### config.mk
export PLATFORM = sky130hd
export DESIGN_NAME = vmem_fill_ctrl_flat
export DESIGN_NICKNAME = d
export VERILOG_FILES = /design/src/rtl/vmem_fill_ctrl_pkg.sv /design/src/rtl/vmem_fill_ctrl_if.sv /design/src/rtl/vmem_fill_cursor.sv /design/src/rtl/vmem_fill_ctrl.sv /design/src/flat_wrapper.sv
export SDC_FILE = /design/constraint.sdc
export NUM_CORES = 1
export LEC_CHECK = 0
export CORE_ASPECT_RATIO = 0.7
export CORE_MARGIN = 3
export CORE_UTILIZATION = 35
export DETAILED_ROUTE_END_ITERATION = 12
export GPL_ROUTABILITY_DRIVEN = 0
export SKIP_LAST_GASP = 1
export SLEW_MARGIN = 25
export SYNTH_ARGS = -nofsm -noshare
export SYNTH_HDL_FRONTEND = slang
export SYNTH_SLANG_ARGS = --single-unit
### constraint.sdc
create_clock -name clk_i -period 9 [get_ports clk_i]
set_clock_uncertainty 0.15 [all_clocks]
set_input_delay 1.8 -clock clk_i [delete_from_list [all_inputs] [get_ports clk_i]]
set_output_delay 1.8 -clock clk_i [all_outputs]
set_load 0.03 [all_outputs]
### src/rtl/vmem_fill_ctrl_pkg.sv
// vmem_fill_ctrl shared definitions
// screen geometry, register offsets, FSM states, clip helper
package vmem_fill_ctrl_pkg;

    localparam int SCREEN_W = 240;
    localparam int SCREEN_H = 240;
    localparam int ADDR_W   = 16;
    localparam int PIX_W    = 3;

    localparam logic [1:0] FILL_ORIGIN = 2'd0;
    localparam logic [1:0] FILL_SIZE   = 2'd1;
    localparam logic [1:0] FILL_COLOR  = 2'd2;
    localparam logic [1:0] FILL_ABORT  = 2'd3;

    typedef enum logic [1:0] {
        ST_IDLE,
        ST_RUN,
        ST_DONE
    } fill_state_e;

    // Extent of a span clipped to the screen edge; caller
    // must separately reject org >= lim.
    function automatic logic [8:0] clip_extent(
        input logic [7:0] org,
        input logic [7:0] len,
        input logic [8:0] lim
    );
        logic [8:0] room;
        room = lim - {1'b0, org};
        return ({1'b0, len} < room) ? {1'b0, len} : room;
    endfunction

endpackage

### src/rtl/vmem_fill_ctrl_if.sv
// vmem write port bundle
// master drives the single vmem write port, slave is the memory
interface vmem_fill_ctrl_if;
    import vmem_fill_ctrl_pkg::*;

    logic              we;
    logic [ADDR_W-1:0] waddr;
    logic [PIX_W-1:0]  wdata;

    modport master (output we, waddr, wdata);
    modport slave  (input  we, waddr, wdata);

endinterface

### src/rtl/vmem_fill_cursor.sv
// raster cursor for the fill engine
// clips the rectangle at load, walks x then y, flags last pixel
module vmem_fill_cursor
    import vmem_fill_ctrl_pkg::*;
(
    input  logic       clk_i,
    input  logic       rst_i,
    input  logic       load_i,
    input  logic       adv_i,
    input  logic [7:0] x0_i,
    input  logic [7:0] y0_i,
    input  logic [7:0] w_i,
    input  logic [7:0] h_i,
    output logic       empty_o,
    output logic       last_o,
    output logic [7:0] cx_o,
    output logic [7:0] cy_o
);

    logic [8:0] ew;
    logic [8:0] eh;
    logic [8:0] xs;
    logic [8:0] xe;
    logic [8:0] ye;
    logic [8:0] cx;
    logic [8:0] cy;

    // clipped extents and zero-area detection for the pending start
    always_comb begin
        ew = clip_extent(x0_i, w_i, 9'(SCREEN_W));
        eh = clip_extent(y0_i, h_i, 9'(SCREEN_H));
        empty_o = ({1'b0, x0_i} >= 9'(SCREEN_W))
               || ({1'b0, y0_i} >= 9'(SCREEN_H))
               || (w_i == 8'd0)
               || (h_i == 8'd0);
    end

    // latch bounds on load, step the cursor on each engine write
    always_ff @(posedge clk_i) begin
        if (rst_i) begin
            xs <= '0;
            xe <= '0;
            ye <= '0;
            cx <= '0;
            cy <= '0;
        end else if (load_i) begin
            xs <= {1'b0, x0_i};
            xe <= {1'b0, x0_i} + ew - 9'd1;
            ye <= {1'b0, y0_i} + eh - 9'd1;
            cx <= {1'b0, x0_i};
            cy <= {1'b0, y0_i};
        end else if (adv_i) begin
            if (cx == xe) begin
                cx <= xs;
                cy <= cy + 9'd1;
            end else begin
                cx <= cx + 9'd1;
            end
        end
    end

    assign last_o = (cx == xe) && (cy == ye);
    assign cx_o   = cx[7:0];
    assign cy_o   = cy[7:0];

endmodule

### src/rtl/vmem_fill_ctrl.sv
// rectangle fill engine and vmem write-port arbiter
// CPU stores win the port; the engine retries on the next free cycle
module vmem_fill_ctrl
    import vmem_fill_ctrl_pkg::*;
(
    input  logic              clk_i,
    input  logic              rst_i,
    input  logic              cpu_we_i,
    input  logic [ADDR_W-1:0] cpu_addr_i,
    input  logic [PIX_W-1:0]  cpu_wdata_i,
    input  logic              cfg_we_i,
    input  logic [1:0]        cfg_sel_i,
    input  logic [31:0]       cfg_wdata_i,
    vmem_fill_ctrl_if.master  vmem,
    output logic              busy_o,
    output logic              done_o
);

    fill_state_e state_q;
    fill_state_e state_d;

    logic [15:0]      origin_q;
    logic [15:0]      size_q;
    logic [PIX_W-1:0] color_q;
    logic [PIX_W-1:0] run_color_q;
    logic             done_q;
    logic             done_d;

    logic start;
    logic abort;
    logic load;
    logic adv;
    logic eng_we;
    logic empty;
    logic last;
    logic [7:0] cx;
    logic [7:0] cy;

    logic unused_cfg_hi;
    assign unused_cfg_hi = ^cfg_wdata_i[31:16];

    assign start = cfg_we_i && (cfg_sel_i == FILL_COLOR)
                && (state_q == ST_IDLE);
    assign abort = cfg_we_i && (cfg_sel_i == FILL_ABORT);

    vmem_fill_cursor u_cursor (
        .clk_i   (clk_i),
        .rst_i   (rst_i),
        .load_i  (load),
        .adv_i   (adv),
        .x0_i    (origin_q[7:0]),
        .y0_i    (origin_q[15:8]),
        .w_i     (size_q[7:0]),
        .h_i     (size_q[15:8]),
        .empty_o (empty),
        .last_o  (last),
        .cx_o    (cx),
        .cy_o    (cy)
    );

    // config registers; the running fill keeps its own colour copy
    always_ff @(posedge clk_i) begin
        if (rst_i) begin
            origin_q    <= '0;
            size_q      <= '0;
            color_q     <= '0;
            run_color_q <= '0;
        end else begin
            if (cfg_we_i) begin
                unique case (cfg_sel_i)
                    FILL_ORIGIN: origin_q <= cfg_wdata_i[15:0];
                    FILL_SIZE:   size_q   <= cfg_wdata_i[15:0];
                    FILL_COLOR:  color_q  <= cfg_wdata_i[PIX_W-1:0];
                    default:     ;
                endcase
            end
            if (start) begin
                run_color_q <= cfg_wdata_i[PIX_W-1:0];
            end
        end
    end

    // FSM state and registered done pulse
    always_ff @(posedge clk_i) begin
        if (rst_i) begin
            state_q <= ST_IDLE;
            done_q  <= 1'b0;
        end else begin
            state_q <= state_d;
            done_q  <= done_d;
        end
    end

    // next state, cursor control and engine write request
    always_comb begin
        state_d = state_q;
        load    = 1'b0;
        adv     = 1'b0;
        eng_we  = 1'b0;
        done_d  = 1'b0;
        unique case (state_q)
            ST_IDLE: begin
                if (start) begin
                    load    = 1'b1;
                    state_d = empty ? ST_DONE : ST_RUN;
                end
            end
            ST_RUN: begin
                if (!cpu_we_i) begin
                    eng_we = 1'b1;
                    adv    = 1'b1;
                    if (last) begin
                        state_d = ST_DONE;
                    end
                end
                if (abort) begin
                    state_d = ST_IDLE;
                end
            end
            ST_DONE: begin
                done_d  = 1'b1;
                state_d = ST_IDLE;
            end
            default: state_d = ST_IDLE;
        endcase
    end

    // registered write port, CPU store has priority
    always_ff @(posedge clk_i) begin
        if (rst_i) begin
            vmem.we    <= 1'b0;
            vmem.waddr <= '0;
            vmem.wdata <= '0;
        end else begin
            vmem.we <= cpu_we_i | eng_we;
            if (cpu_we_i) begin
                vmem.waddr <= cpu_addr_i;
                vmem.wdata <= cpu_wdata_i;
            end else if (eng_we) begin
                vmem.waddr <= {cy, cx};
                vmem.wdata <= run_color_q;
            end
        end
    end

    assign busy_o = (state_q == ST_RUN);
    assign done_o = done_q;

    logic unused_color;
    assign unused_color = ^color_q;

endmodule
### src/flat_wrapper.sv
// flat-port wrapper written by rule: the top's interface ports become plain ports
module vmem_fill_ctrl_flat import vmem_fill_ctrl_pkg::*;
  (clk_i, rst_i, cpu_we_i, cpu_addr_i, cpu_wdata_i, cfg_we_i, cfg_sel_i, cfg_wdata_i, busy_o, done_o, vmem_we, vmem_waddr, vmem_wdata);
  vmem_fill_ctrl_if vmem_i ();
  input  logic clk_i;
  input  logic rst_i;
  input  logic cpu_we_i;
  input  logic [ADDR_W-1:0] cpu_addr_i;
  input  logic [PIX_W-1:0] cpu_wdata_i;
  input  logic cfg_we_i;
  input  logic [1:0] cfg_sel_i;
  input  logic [31:0] cfg_wdata_i;
  output logic busy_o;
  output logic done_o;
  output wire logic [$bits(vmem_i.we)-1:0] vmem_we;
  output wire logic [$bits(vmem_i.waddr)-1:0] vmem_waddr;
  output wire logic [$bits(vmem_i.wdata)-1:0] vmem_wdata;
  assign vmem_we = vmem_i.we;
  assign vmem_waddr = vmem_i.waddr;
  assign vmem_wdata = vmem_i.wdata;
  vmem_fill_ctrl u_core (.clk_i(clk_i), .rst_i(rst_i), .cpu_we_i(cpu_we_i), .cpu_addr_i(cpu_addr_i), .cpu_wdata_i(cpu_wdata_i), .cfg_we_i(cfg_we_i), .cfg_sel_i(cfg_sel_i), .cfg_wdata_i(cfg_wdata_i), .vmem(vmem_i), .busy_o(busy_o), .done_o(done_o));
endmodule
### Word level (Yosys, flattened, before mapping)

Index checks and enable logic that the tools add are counted.

* bits in registers: 102
* bits in latches: 0
* bits in writable memories: 0
* bits in read-only memories: 0
* bits of input ports: 57
* output and inout bits: 22
* memories kept: 0

* $add $sub $neg: 8
* multipliers: 0
* div/mod/pow operators: 0
* $lt $le $gt $ge: 4
* equality and inequality tests: 10
* shift-type cells: 0
* mux-type cells: 23
* bitwise logic cells: 1
* reduce and logical (&&, ||, !) cells: 20

Operators with widths (number)
* 8-bit 2-to-1 mux: 5
* 16-bit 2-to-1 mux: 2
* 9-bit 2-to-1 mux: 3
* 8-bit by 9-bit adder with 9-bit output: 2
* 9-bit by 1-bit adder with 9-bit output (second input constant): 2
* 9-bit == test: 2
* 8-bit by 9-bit less-than comparator with 1-bit output: 2
* 8-bit by 8-bit subtractor with 9-bit output (first input constant): 2
* 9-bit by 1-bit subtractor with 9-bit output (second input constant): 2
* 8-bit greater-or-equal comparator (second input constant): 2
* 8-bit zero test: 2
* 2-bit 2-to-1 mux: 5
* 2-bit AND reduction: 4
* 2-bit == test (second input constant): 3
* 3-bit 2-to-1 mux: 2
* 2-bit nonzero test: 3
* 1-bit 2-to-1 mux: 5
* 2-bit by 1-bit == test with 1-bit output (second input constant): 2
* 1-bit logical AND: 4
* 2-bit zero test: 2
* 2-bit one-hot mux with 2 select lines: 1
* 1-bit logical OR: 3
* 3-bit by 1-bit inequality test with 1-bit output (second input constant): 1
* 3-bit by 2-bit inequality test with 1-bit output (second input constant): 1
* other kinds (4): 4

### Longest topological paths before layout

Gate-level depths: netlist (run 1).

* depth after elaboration: 7
* mapped depth: 21

### Hierarchy

A second synthesis (run 1) with hierarchy kept.

* cells, all modules: 848
* area total of the unflattened synthesis: 6881.6 um^2

Modules (own cells, without submodules)
* vmem_fill_cursor: times used 1, cells an instance 586, area each 4513.1 um^2, seq. area each 880.8 um^2
* vmem_fill_ctrl: times used 1, cells an instance 262, area each 2368.5 um^2, seq. area each 1161.1 um^2

### Least setup slack after synthesis (run 1)

No wires, ideal clock.

* path kind: reg-to-reg
* start: reg u_core.origin_q[10]
* end: reg u_core.u_cursor.ye[7]
* setup time: 62 ps
* arrival time: 4355 ps
* required time: 8788 ps
* setup slack: 4433 ps
* stages on the path, launching flop included: 22
* cells stage by stage: dfxtp_1 -> clkbuf_1 -> or4_1 -> nand2_1 -> xnor2_1 -> ha_1 -> a21o_1 -> a211o_1 -> a31oi_1 -> a21o_1 -> buf_2 -> mux2i_1 -> ha_1 -> inv_1 -> ha_1 -> inv_1 -> fa_1 -> nor2b_1 -> o31a_1 -> o21a_1 -> or4_1 -> nand3_1

* cells in the longest elaborated chain, start to end: 5

RTL lines
* start, declared: RTL line vmem_fill_ctrl.sv:22 `logic [15:0] origin_q;`
* start signal, assigned: RTL line vmem_fill_ctrl.sv:71 `FILL_ORIGIN: origin_q <= cfg_wdata_i[15:0];`
* 8-bit by 8-bit subtractor with 9-bit output: RTL line vmem_fill_ctrl_pkg.sv:29 `room = lim - {1'b0, org};`
* 8-bit by 9-bit less-than comparator with 1-bit output: RTL line vmem_fill_ctrl_pkg.sv:30 `return ({1'b0, len} < room) ? {1'b0, len} : room;`
* 9-bit 2-to-1 mux: RTL line vmem_fill_ctrl_pkg.sv:30
* 8-bit by 9-bit adder with 9-bit output *: RTL line vmem_fill_cursor.sv:49 `ye <= {1'b0, y0_i} + eh - 9'd1;`
* 9-bit by 1-bit subtractor with 9-bit output *: RTL line vmem_fill_cursor.sv:49
* end signal, assigned: RTL line vmem_fill_cursor.sv:49
* end, declared: RTL line vmem_fill_cursor.sv:24 `logic [8:0] ye;`

Every way passes the cells marked *; elsewhere a longest branch is shown, timed or not.
A chain may end at the register's enable or synchronous reset.

### Final worst setup path (run 1)

* start: reg u_core.origin_q[8]
* end: reg u_core.u_cursor.ye[7]

The elaborated chain is that of the path after synthesis.

==> results.json, run 1 <==
{
  "drv_slew": 0,
  "wire_per_inst_um": 14.7,
  "yosys.area_share.simple_pct": 23.3,
  "design_area_mm2": 0.00718,
  "synthArstFlopShare_pct": 0,
  "yosys.area_share.xor_xnor_pct": 6.43,
  "vdd_drop_max_v": 0.0000756,
  "n_antenna_cell": 0,
  "drcViolationCount": 0,
  "r2r_cells": 20,
  "reg2reg_to": "u_core.u_cursor.ye[7]",
  "start_kind": "register",
  "via_count": 5358,
  "dp.cells": 1044,
  "hold_buffers": 0,
  "setup_tns_ns": 0,
  "synth_top_family_by_area": "simple AND/OR/NAND/NOR gates",
  "via_per_inst": 5.05,
  "core-area_mm2": 0.0167,
  "syn_inst": 796,
  "hold_path.startpoint": "u_core.u_cursor.xs[6]",
  "drt-total-wl_mm": 15.5,
  "placed_area_mm2": 0.00690,
  "grt_pass1_vias": 5041,
  "cts_root_buf": "clkbuf_16",
  "clock_sinks": 102,
  "hp-class": "register to register",
  "fin_cells": 1060,
  "antenna_found_initial": 0,
  "seqCellArea_mm2": 0.00204,
  "syn-num-nets": 903,
  "cts_resized": 0,
  "fin_ws_ns": 3.91,
  "area_growth_pct": 17.2,
  "end_kind": "register",
  "clock.fmax_ghz": 0.196,
  "synth_edf_count": 0,
  "io-pin-count": 79,
  "hold_viol": 0,
  "cp_max_fo": 8,
  "yosys-top-cells-count": "nand2_1, a21oi_1, dfxtp_1",
  "whs_path_depth": 2,
  "dieArea_mm2": 0.0192,
  "synth_warnings": 0,
  "insertion_delay_ns": 0.35,
  "p_leak_nw": 2.78,
  "synth_seq_cells": 102,
  "fin_nets": 937,
  "drt_iter0_markers": 298,
  "crit_required_ns": 9.15,
  "mappedNetlistArea_mm2": 0.00613,
  "r2r_slack_ns": 3.91,
  "synth_ff_type": "dfxtp_1",
  "power_density_mw_per_mm2": 149,
  "final_layout_size_suffix_gt1_share_pct": 4.67,
  "grt.met2_usage_pct": 25.3,
  "io_buffer_count": 62,
  "drt_first_pass_iters": 4,
  "tightest_slew_ns": 0.837,
  "num_rows": 39,
  "cts_tree": "yes",
  "hpwl_mm": 11.4,
  "path_class": "register to register",
  "cp_data_arrival_time_ns": 5.24,
  "place_ws_ns": 3.98,
  "synthTopCellsByArea": "dfxtp_1, ha_1, nand2_1",
  "seq_area_frac_synth_pct": 33.3,
  "period_needed_ns": 5.09,
  "die_y_um": 117,
  "drtAntennaViolNets": 0,
  "rsz0062_at_grt": "no",
  "status": "completed",
  "gr-total-overflow": 0,
  "power_mw": 1.07,
  "ctsLongestPathBuffers": 2,
  "grt_util_met3_pct": 2.91,
  "ctsHtreeMaxLevel": 3,
  "synth_top_area_share_pct": 33.3,
  "reg2reg_from": "u_core.origin_q[8]",
  "slew_headroom_pct": 44.2,
  "yosysTopAreaCell": "dfxtp_1",
  "top_usage_layer": "met2",
  "synth_most_common_cell": "nand2_1",
  "grt_max_degree": 75,
  "gr-usage-all-layers_pct": 16.7,
  "ys_types": 57,
  "cts_made_buffers": 9,
  "whs_endpoint": "u_core.u_cursor.xs[6]",
  "die_x_um": 164,
  "path_clk_slew_ns": 0.08,
  "synth_compound_area_share_pct": 17.6,
  "start_util_pct": 36.6,
  "fin_crit_sh_pct": 56.6,
  "n_fill_cell": 1708,
  "synthAdderAreaFrac_pct": 10.5,
  "multiInputGateArea_mm2": 0.00370,
  "cap_violations": 0,
  "post-cts-setup-buffers": 0,
  "grtUsageMet1_pct": 24.9,
  "setup_viol": 0,
  "grt_pass1_wl_mm": 25.9,
  "synth_area_per_cell_um2": 7.70,
  "synth.mux.area_fraction_pct": 2.27
}
worst max-delay path, cell delays in order (launching register included):
cell	delay, ns
dfxtp_1	0.36
inv_1	0.10
ha_1	0.20
nor3b_1	0.49
nor3_1	0.12
xnor2_1	0.22
ha_1	0.28
a211o_1	0.26
a31oi_1	0.44
a21o_1	0.39
mux2i_1	0.13
ha_1	0.28
inv_1	0.04
ha_1	0.21
inv_1	0.07
fa_1	0.21
nor2b_1	0.08
o31a_1	0.27
o21a_1	0.19
or4_1	0.46
nand3_1	0.09
routing by layer:
metal  routed length, um  vias to the layer above  part of all wire (%)
li1                    -                     2802                     -
met1                8180                     2486                    53
met2                6750                       60                    43
met3                 501                       10                   3.2
met4                 102                        0                  0.66
met5                   0                        -                     0
cell usage in the layout, fill, tap and decap left out, types with 3 or more instances in the layout:
cell type,instances
or3_1,3
buf_4,6
a21oi_1,104
clkbuf_16,9
o2111ai_1,3
clkdlybuf4s50_1,61
a21boi_0,7
o32ai_1,8
o31ai_1,7
a21o_1,5
mux2_2,7
xnor2_1,26
and3_1,5
o21ai_0,8
nor4_1,5
nand4_1,19
a22o_1,4
dfxtp_1,102
o21bai_1,4
nand2b_1,4
nor3_1,7
nand3_1,18
ha_1,48
xor2_1,19
and2_1,3
a211oi_1,15
inv_1,60
nor2_1,49
mux2i_1,6
clkinv_4,3
or4_1,6
nand2_1,160
and4_1,3
a31oi_1,3
nor2b_1,5
how the worst max path moves through the flow:
| stage | to | depth (start not counted) | slack [ns] | from |
|---|---|---|---|---|
| floorplan | u_core.u_cursor.ye[7] | 21 | 4.43 | u_core.origin_q[10] |
| global placement | u_core.u_cursor.ye[7] | 20 | 3.96 | u_core.origin_q[8] |
| detailed placement | u_core.u_cursor.ye[7] | 20 | 3.98 | u_core.origin_q[8] |
| CTS | u_core.u_cursor.ye[7] | 20 | 3.95 | u_core.origin_q[8] |
| global route | u_core.u_cursor.ye[7] | 20 | 3.56 | u_core.origin_q[8] |
| finish | u_core.u_cursor.ye[7] | 20 | 3.91 | u_core.origin_q[8] |
sequential cells by signal, summed over array words and instances, names as in the netlist, 8 cells and up:
register            count
u_core.origin_q        16
u_core.size_q          16
u_core.u_cursor.cx      9
u_core.u_cursor.cy      9
u_core.u_cursor.xe      9
u_core.u_cursor.xs      8
u_core.u_cursor.ye      9
u_core.vmem.waddr      16
through the flow:
| step | hold slack, ns | utilization, % |
|---|---|---|
| after detailed placement | 0.298 | 41.2 |
| after floorplan | 0.287 | - |
| after CTS | 0.307 | 42.8 |
| after global routing | 0.335 | 42.9 |
| final | 0.309 | 42.9 |
| after global placement | 0.294 | 41.2 |
cells by family after synthesis:
family / after synthesis
DFF: 102
buffers and inverters: 104
muxes: 13
AOI/OAI and AO/OA: 178
xor gates and xnor gates: 45
adders and majority gates: 50
and+or+nand+nor: 304
cell type report:
class | instances | area share [%]
Clock buffer | 10 | 3.19
Multi-Input combinational cell | 590 | 51.5
Inverter | 60 | 3.14
Sequential cell | 102 | 28.4
Tap cell | 225 | 3.92
Clock inverter | 6 | 0.662
Timing Repair Buffer | 67 | 9.13
power breakdown:
| group | total, mW | switching [mW] | internal, mW |
|---|---|---|---|
| Clock | 0.377 | 0.187 | 0.190 |
| Combinational | 0.208 | 0.121 | 0.0871 |
| Sequential | 0.484 | 0.0162 | 0.468 |
No activity file was read; power rests on OpenSTA's default activity.
==> run 2: changes to the inputs <==
clock period = 4.3 ns   (was 9 ns; I/O delays follow)
==> run 2 against run 1 <==
Against the previous run:
- critical endpoint unchanged
- routed wire length up 8.1%
- first-iteration DRC count down 24%
- core utilization rose by 6.1 points
- via count is 8.3% higher
- clock-buffer cell count stayed put
- sequential power up 110%
- worst hold slack worse by 0.0013 ns
- sequential cell count is the same
- worst setup slack lost 3.9 ns
- critical path type unchanged
- highest routed layer unchanged
==> results.json, run 2 (synthesized netlist as in run 1, its figures left out) <==
{
  "power_frac_comb_pct": 23.5,
  "die_x_um": 164,
  "n_fill_cell": 1633,
  "die_y_um": 117,
  "gr-total-overflow": 0,
  "final_cell_mix": "nand2_1, a21oi_1, dfxtp_1",
  "end_kind": "register",
  "seqCellArea_mm2": 0.00205,
  "hold_path.startpoint": "u_core.u_cursor.xs[0]",
  "fin_util_pct": 49.0,
  "crit_required_ns": 4.45,
  "crit_top_cell": "inv_2",
  "start_kind": "register",
  "slew_headroom_pct": 54.7,
  "start_util_pct": 36.6,
  "clock.fmax_ghz": 0.233,
  "cp-startpoint": "u_core.origin_q[9]",
  "core-area_mm2": 0.0167,
  "drtAntennaViolNets": 0,
  "grt_pass1_wl_mm": 27.8,
  "via_count": 5804,
  "setup_viol": 0,
  "gr-usage-all-layers_pct": 17.9,
  "p_sw_share_pct": 29.5,
  "slowest_delay_ns": 0.57,
  "fin_nets": 1016,
  "drcViolationCount": 0,
  "vdd_drop_max_v": 0.000184,
  "final_layout_size_suffix_gt1_share_pct": 19.5,
  "insertion_delay_ns": 0.35,
  "cp_max_fo": 4,
  "io-pin-count": 79,
  "cp_data_arrival_time_ns": 4.44,
  "path_clk_slew_ns": 0.07,
  "ctsLongestPathBuffers": 2,
  "area_growth_pct": 33.8,
  "fin_crit_sh_pct": 99.8,
  "final_common_cell": "nand2_1",
  "fin_ws_ns": 0.00881,
  "num_rows": 39,
  "p_switching_mw": 0.724,
  "antenna_found_initial": 0,
  "cap_violations": 0,
  "rsz0062_at_grt": "yes",
  "io_buffer_count": 62,
  "path_class": "register to register",
  "cts_tree": "yes",
  "drt_first_pass_iters": 4,
  "setup_tns_ns": 0,
  "status": "completed",
  "p_clk_share_pct": 35.4,
  "power_density_mw_per_mm2": 300,
  "p_leak_nw": 3.30,
  "ctsHtreeMaxLevel": 3,
  "tightest_slew_ns": 0.678,
  "drt_iter0_markers": 227,
  "crit_buf_inv": 2,
  "top_regs": "u_core.origin_q: 16 flops, u_core.size_q: 16 flops, u_core.vmem.waddr: 16 flops",
  "cts_root_buf": "clkbuf_16",
  "hpwl_mm": 12.0,
  "cp_top_family": "compound AO/OA/AOI/OAI gates",
  "clock_sinks": 102,
  "grt_pass1_vias": 5635,
  "reg2reg_from": "u_core.origin_q[9]",
  "drt-total-wl_mm": 16.8,
  "worst_path_max_delay_cell": "or4_4",
  "hold_viol": 0,
  "period_needed_ns": 4.29,
  "grt_max_degree": 60,
  "hp-class": "register to register",
  "wire_per_inst_um": 14.7,
  "place_ws_ns": -0.201,
  "dieArea_mm2": 0.0192,
  "n_antenna_cell": 0,
  "multiInputGateArea_mm2": 0.00405,
  "crit_chain": "or4_4, nand2_4, xnor2_2, ha_1, a21o_1, a211o_1, a31oi_4, a21o_4, mux2i_2, ha_2, inv_2, ha_4, inv_2, fa_2, nor2b_4, o31a_1, o21a_1, or4_1, nand3_1",
  "p_int_mw": 1.73,
  "seqPwrFrac_pct": 41.1,
  "drv_slew": 0,
  "cts_made_buffers": 9,
  "via_per_inst": 5.10,
  "hold_buffers": 0
}
==> run 2: cell count changes in the layout (fill, tap and decap cells not counted), sizes merged <==
cell	delta
inv	+3
clkinv	-3
bufinv	+1
clkinvlp	-1
buf	+79
==> run 2: per-stage QoR <==
stage	area [um2]	power (mW)	hold slack, ns	instances
floorplan	6160	1.33	0.287	796
global placement	7370	1.53	0.294	1105
detailed placement	7370	1.53	0.297	1105
CTS	7940	2.43	0.308	1130
global route	8190	2.60	0.325	1139
finish	8190	2.46	0.308	1139
==> run 2: worst paths after layout <==
kind                            slack (ns)  depth (start not counted)                     to
worst max register to register       0.009                         19  u_core.u_cursor.ye[7]
worst min register to register        0.31                          2  u_core.u_cursor.xs[0]
worst min-delay path                  0.31                          2  u_core.u_cursor.xs[0]
worst max-delay path                 0.009                         19  u_core.u_cursor.ye[7]
==> run 2: per-layer routing <==
metal	track usage, %	vias to the layer above	part of all wire (%)	wire [um]
met2	30.5	55	48	7990
met4	1.80	0	0.45	76
met1	24.2	2780	49	8230
met3	3.90	9	2.9	489
li1	-	2960	-	-
met5	0	-	0	0
==> run 2: what timing repair did <==
action / CTS / global route
endpoints found under the setup margin: 9 / 10
endpoints found under the hold margin: 0 / 0
resized for setup: 35 / 46
cloned: 0 / 0
setup buffers: 9 / 10
pin swaps: 25 / 47
==> run 2: power groups by stage <==
stage,clock network [mW],registers [mW],logic [mW]
floorplan,0,1.05,0.289
global placement,0,1.03,0.494
detailed placement,0,1.03,0.498
CTS,0.890,1.01,0.534
global route,0.937,1.01,0.644
finish,0.870,1.01,0.578
==> run 2: area by class of cell <==
cell class | instances | area share [%]
tap | 225 | 3.44
timing repair buffer | 146 | 15.6
multi-input combinational | 590 | 49.4
sequential | 102 | 25.0
inverter | 60 | 2.75
clock inverter | 6 | 0.901
clock buffer | 10 | 2.92
==> run 2: worst reg2reg max path: stages, from the launching register on <==
cell and delay (ns):
dfxtp_2 0.34, or4_4 0.57, nand2_4 0.10, xnor2_2 0.12
ha_1 0.27, a21o_1 0.19, a211o_1 0.29, a31oi_4 0.17
a21o_4 0.18, mux2i_2 0.21, ha_2 0.19, inv_2 0.04
ha_4 0.15, inv_2 0.05, fa_2 0.23, nor2b_4 0.06
o31a_1 0.26, o21a_1 0.19, or4_1 0.40, nand3_1 0.09
==> run 3: changes to the inputs <==
CTS_BUF_LIST = sky130_fd_sc_hd__clkbuf_16   (was unset)
RECOVER_POWER = 50   (was unset)
SYNTH_HIERARCHICAL = 1   (was unset)
==> run 3 against run 2 <==
Against the previous run:
- the run now ends with max-capacitance violations, max-slew violations left
- clock power fell by 6.9%
- critical endpoint is now u_core/u_cursor/xe[7]
- first-iteration DRC count increased by 130%
- worst hold slack improved by 0.013 ns
- routed wire length is 17% higher
- non-clock buffer count grew 8
- combinational power grew 30%
- core utilization decreased by 2.7 points
- worst setup slack improved by 0.033 ns
==> results.json, run 3 <==
{
  "slew_headroom_pct": -27.2,
  "hpwl_mm": 14.5,
  "synth_top_area_share_pct": 29.7,
  "setup_tns_ns": 0,
  "design_area_mm2": 0.00883,
  "clock.fmax_ghz": 0.235,
  "failed_checks": "max-capacitance violations, max-slew violations",
  "grt_max_degree": 53,
  "path_class": "register to register",
  "fin_crit_sh_pct": 99.0,
  "mappedNetlistArea_mm2": 0.00688,
  "num_rows": 42,
  "hold_buffers": 0,
  "cts_made_buffers": 9,
  "synth_ff_type": "dfxtp_1",
  "crit_required_ns": 4.39,
  "n_fill_cell": 1905,
  "cap_violations": 1,
  "wire_per_inst_um": 16.0,
  "drtAntennaViolNets": 0,
  "synth_warnings": 6,
  "top_regs": "u_core/origin_q: 16 flops, u_core/size_q: 16 flops, u_core/vmem.waddr: 16 flops",
  "seq_area_frac_synth_pct": 29.7,
  "status": "finished, violations left",
  "start_kind": "register",
  "drt_iter0_markers": 513,
  "area_growth_pct": 28.4,
  "p_leak_nw": 3.49,
  "die_y_um": 123,
  "clock_sinks": 102,
  "core-area_mm2": 0.0191,
  "synth_seq_cells": 102,
  "hold_viol": 0,
  "setup_viol": 0,
  "final_layout_size_suffix_gt1_share_pct": 21.3,
  "drt_first_pass_iters": 5,
  "power_density_mw_per_mm2": 294,
  "tightest_slew_ns": 1.90,
  "yosys-top-cells-count": "nand2_1, dfxtp_1, nor2_1",
  "via_per_inst": 5.17,
  "cp_data_arrival_time_ns": 4.35,
  "grt_pass1_wl_mm": 30.9,
  "path_clk_slew_ns": 0.08,
  "ys_types": 69,
  "rsz0062_at_grt": "yes",
  "period_needed_ns": 4.26,
  "via_count": 6343,
  "gr-total-overflow": 0,
  "drt-total-wl_mm": 19.7,
  "dieArea_mm2": 0.0214,
  "synthArstFlopShare_pct": 0,
  "seqCellArea_mm2": 0.00205,
  "synth_edf_count": 0,
  "end_kind": "register",
  "syn_inst": 848,
  "gr-usage-all-layers_pct": 17.9,
  "n_antenna_cell": 0,
  "io_buffer_count": 62,
  "synth_most_common_cell": "nand2_1",
  "multiInputGateArea_mm2": 0.00459,
  "synth_area_per_cell_um2": 8.12,
  "drv_slew": 17,
  "vdd_drop_max_v": 0.000193,
  "ctsLongestPathBuffers": 2,
  "grt_pass1_vias": 5770,
  "placed_area_mm2": 0.00814,
  "power_mw": 2.60,
  "fin_nets": 1064,
  "insertion_delay_ns": 0.35,
  "ctsHtreeMaxLevel": 3,
  "cts_root_buf": "clkbuf_16",
  "cts_tree": "yes",
  "syn-num-nets": 955,
  "cp_max_fo": 7,
  "final_common_cell": "nand2_1",
  "final_cell_mix": "nand2_1, dfxtp_1, buf_4",
  "yosysTopAreaCell": "dfxtp_1",
  "die_x_um": 174,
  "antenna_found_initial": 0,
  "io-pin-count": 79,
  "hp-class": "register to register",
  "start_util_pct": 36.1,
  "synthTopCellsByArea": "dfxtp_1, ha_1, nand2_1",
  "drcViolationCount": 0
}
-- run 3: cell count changes after synthesis, moves of 7 or more --
cell,previous run,this run
nand4_1,19,12
o221ai_1,0,11
a21oi_1,104,60
nor2_1,49,65
o32ai_1,8,0
nand2_1,160,108
buf_4,0,18
nor3_1,7,41
o21ai_0,8,21
clkbuf_1,31,20
mux2i_1,6,35
nand2b_1,4,25
a211oi_2,0,11
-- run 3: area by class of cell --
class	count	share of cell area [%]
clock buffers	9	2.55
well taps	264	3.74
clock inverters	7	0.779
repair buffers	154	14.9
multi-input cells	631	52.0
flip-flops and latches	102	23.2
inverters	59	2.83
-- run 3: logic make-up (layout without fill, tap and decap cells) --
kind of cell             count (synthesis)  count (layout)  synth area share (%)
AND/OR/NAND/NOR                        327             327                  23.7
AO/OA/AOI/OAI                          175             175                  17.7
buffers and inverters                  115             229                  8.25
flip-flops                             102             102                  29.7
adder cells (fa/ha/maj)                 50              50                  9.31
XOR/XNOR                                40              40                  5.64
multiplexers                            39              39                  5.75
-- run 3: routing by layer --
metal  routed length (um)  GRT usage [%]  vias to the layer above
met5                    0              0                        -
li1                     -              -                     3200
met3                 1090           2.98                       11
met4                  115           2.86                        0
met1                11200           29.8                     2954
met2                 7290           23.7                      178
-- run 3: worst paths after layout --
kind	start	endpoint	slack (ns)	cells past startpoint
worst max-delay path	u_core/origin_q[0]	u_core/u_cursor/xe[7]	0.04	21
worst min-delay path	u_core/u_cursor/xs[1]	u_core/u_cursor/xs[1]	0.32	2
worst max register to register	u_core/origin_q[0]	u_core/u_cursor/xe[7]	0.04	21
worst min register to register	u_core/u_cursor/xs[1]	u_core/u_cursor/xs[1]	0.32	2
-- run 3: report_power, final --
| part | switching [mW] | internal, mW | leakage, nW |
|---|---|---|---|
| Combinational | 0.396 | 0.355 | 2.51 |
| Clock | 0.402 | 0.409 | 0.144 |
| Sequential | 0.0483 | 0.991 | 0.835 |
| Total | 0.846 | 1.76 | 3.49 |
-- run 3: critical path: stages (launching register included) --
cell      delay, ns
dfxtp_4        0.35
inv_4          0.06
ha_4           0.13
and3_4         0.19
nor3_4         0.04
xnor2_2        0.24
ha_1           0.29
a211o_1        0.27
a21oi_2        0.15
o21ai_4        0.13
a311oi_2       0.22
ha_1           0.27
inv_2          0.07
ha_4           0.13
inv_2          0.04
fa_2           0.39
nor2b_2        0.17
o21ai_2        0.08
a21boi_2       0.15
o21ai_2        0.07
mux2_4         0.29
a311o_1        0.27
-- run 3: timing repair --
item / CTS / global route
pin swaps: 17 / 40
gates resized for setup: 29 / 45
setup endpoints to repair: 6 / 10
buffers inserted: 7 / 8
gates cloned: 1 / 0
-- run 3: stage by stage --
step	utilization, %	instances	hold WS (ns)	setup WS [ns]
finish	46.3	1226	0.321	0.0422
global route	46.3	1226	0.353	-0.133
CTS	45.1	1219	0.320	-0.0624
detailed placement	42.7	1195	0.308	-0.214
global placement	42.7	1195	0.304	-0.161
floorplan	-	848	0.292	0.00312
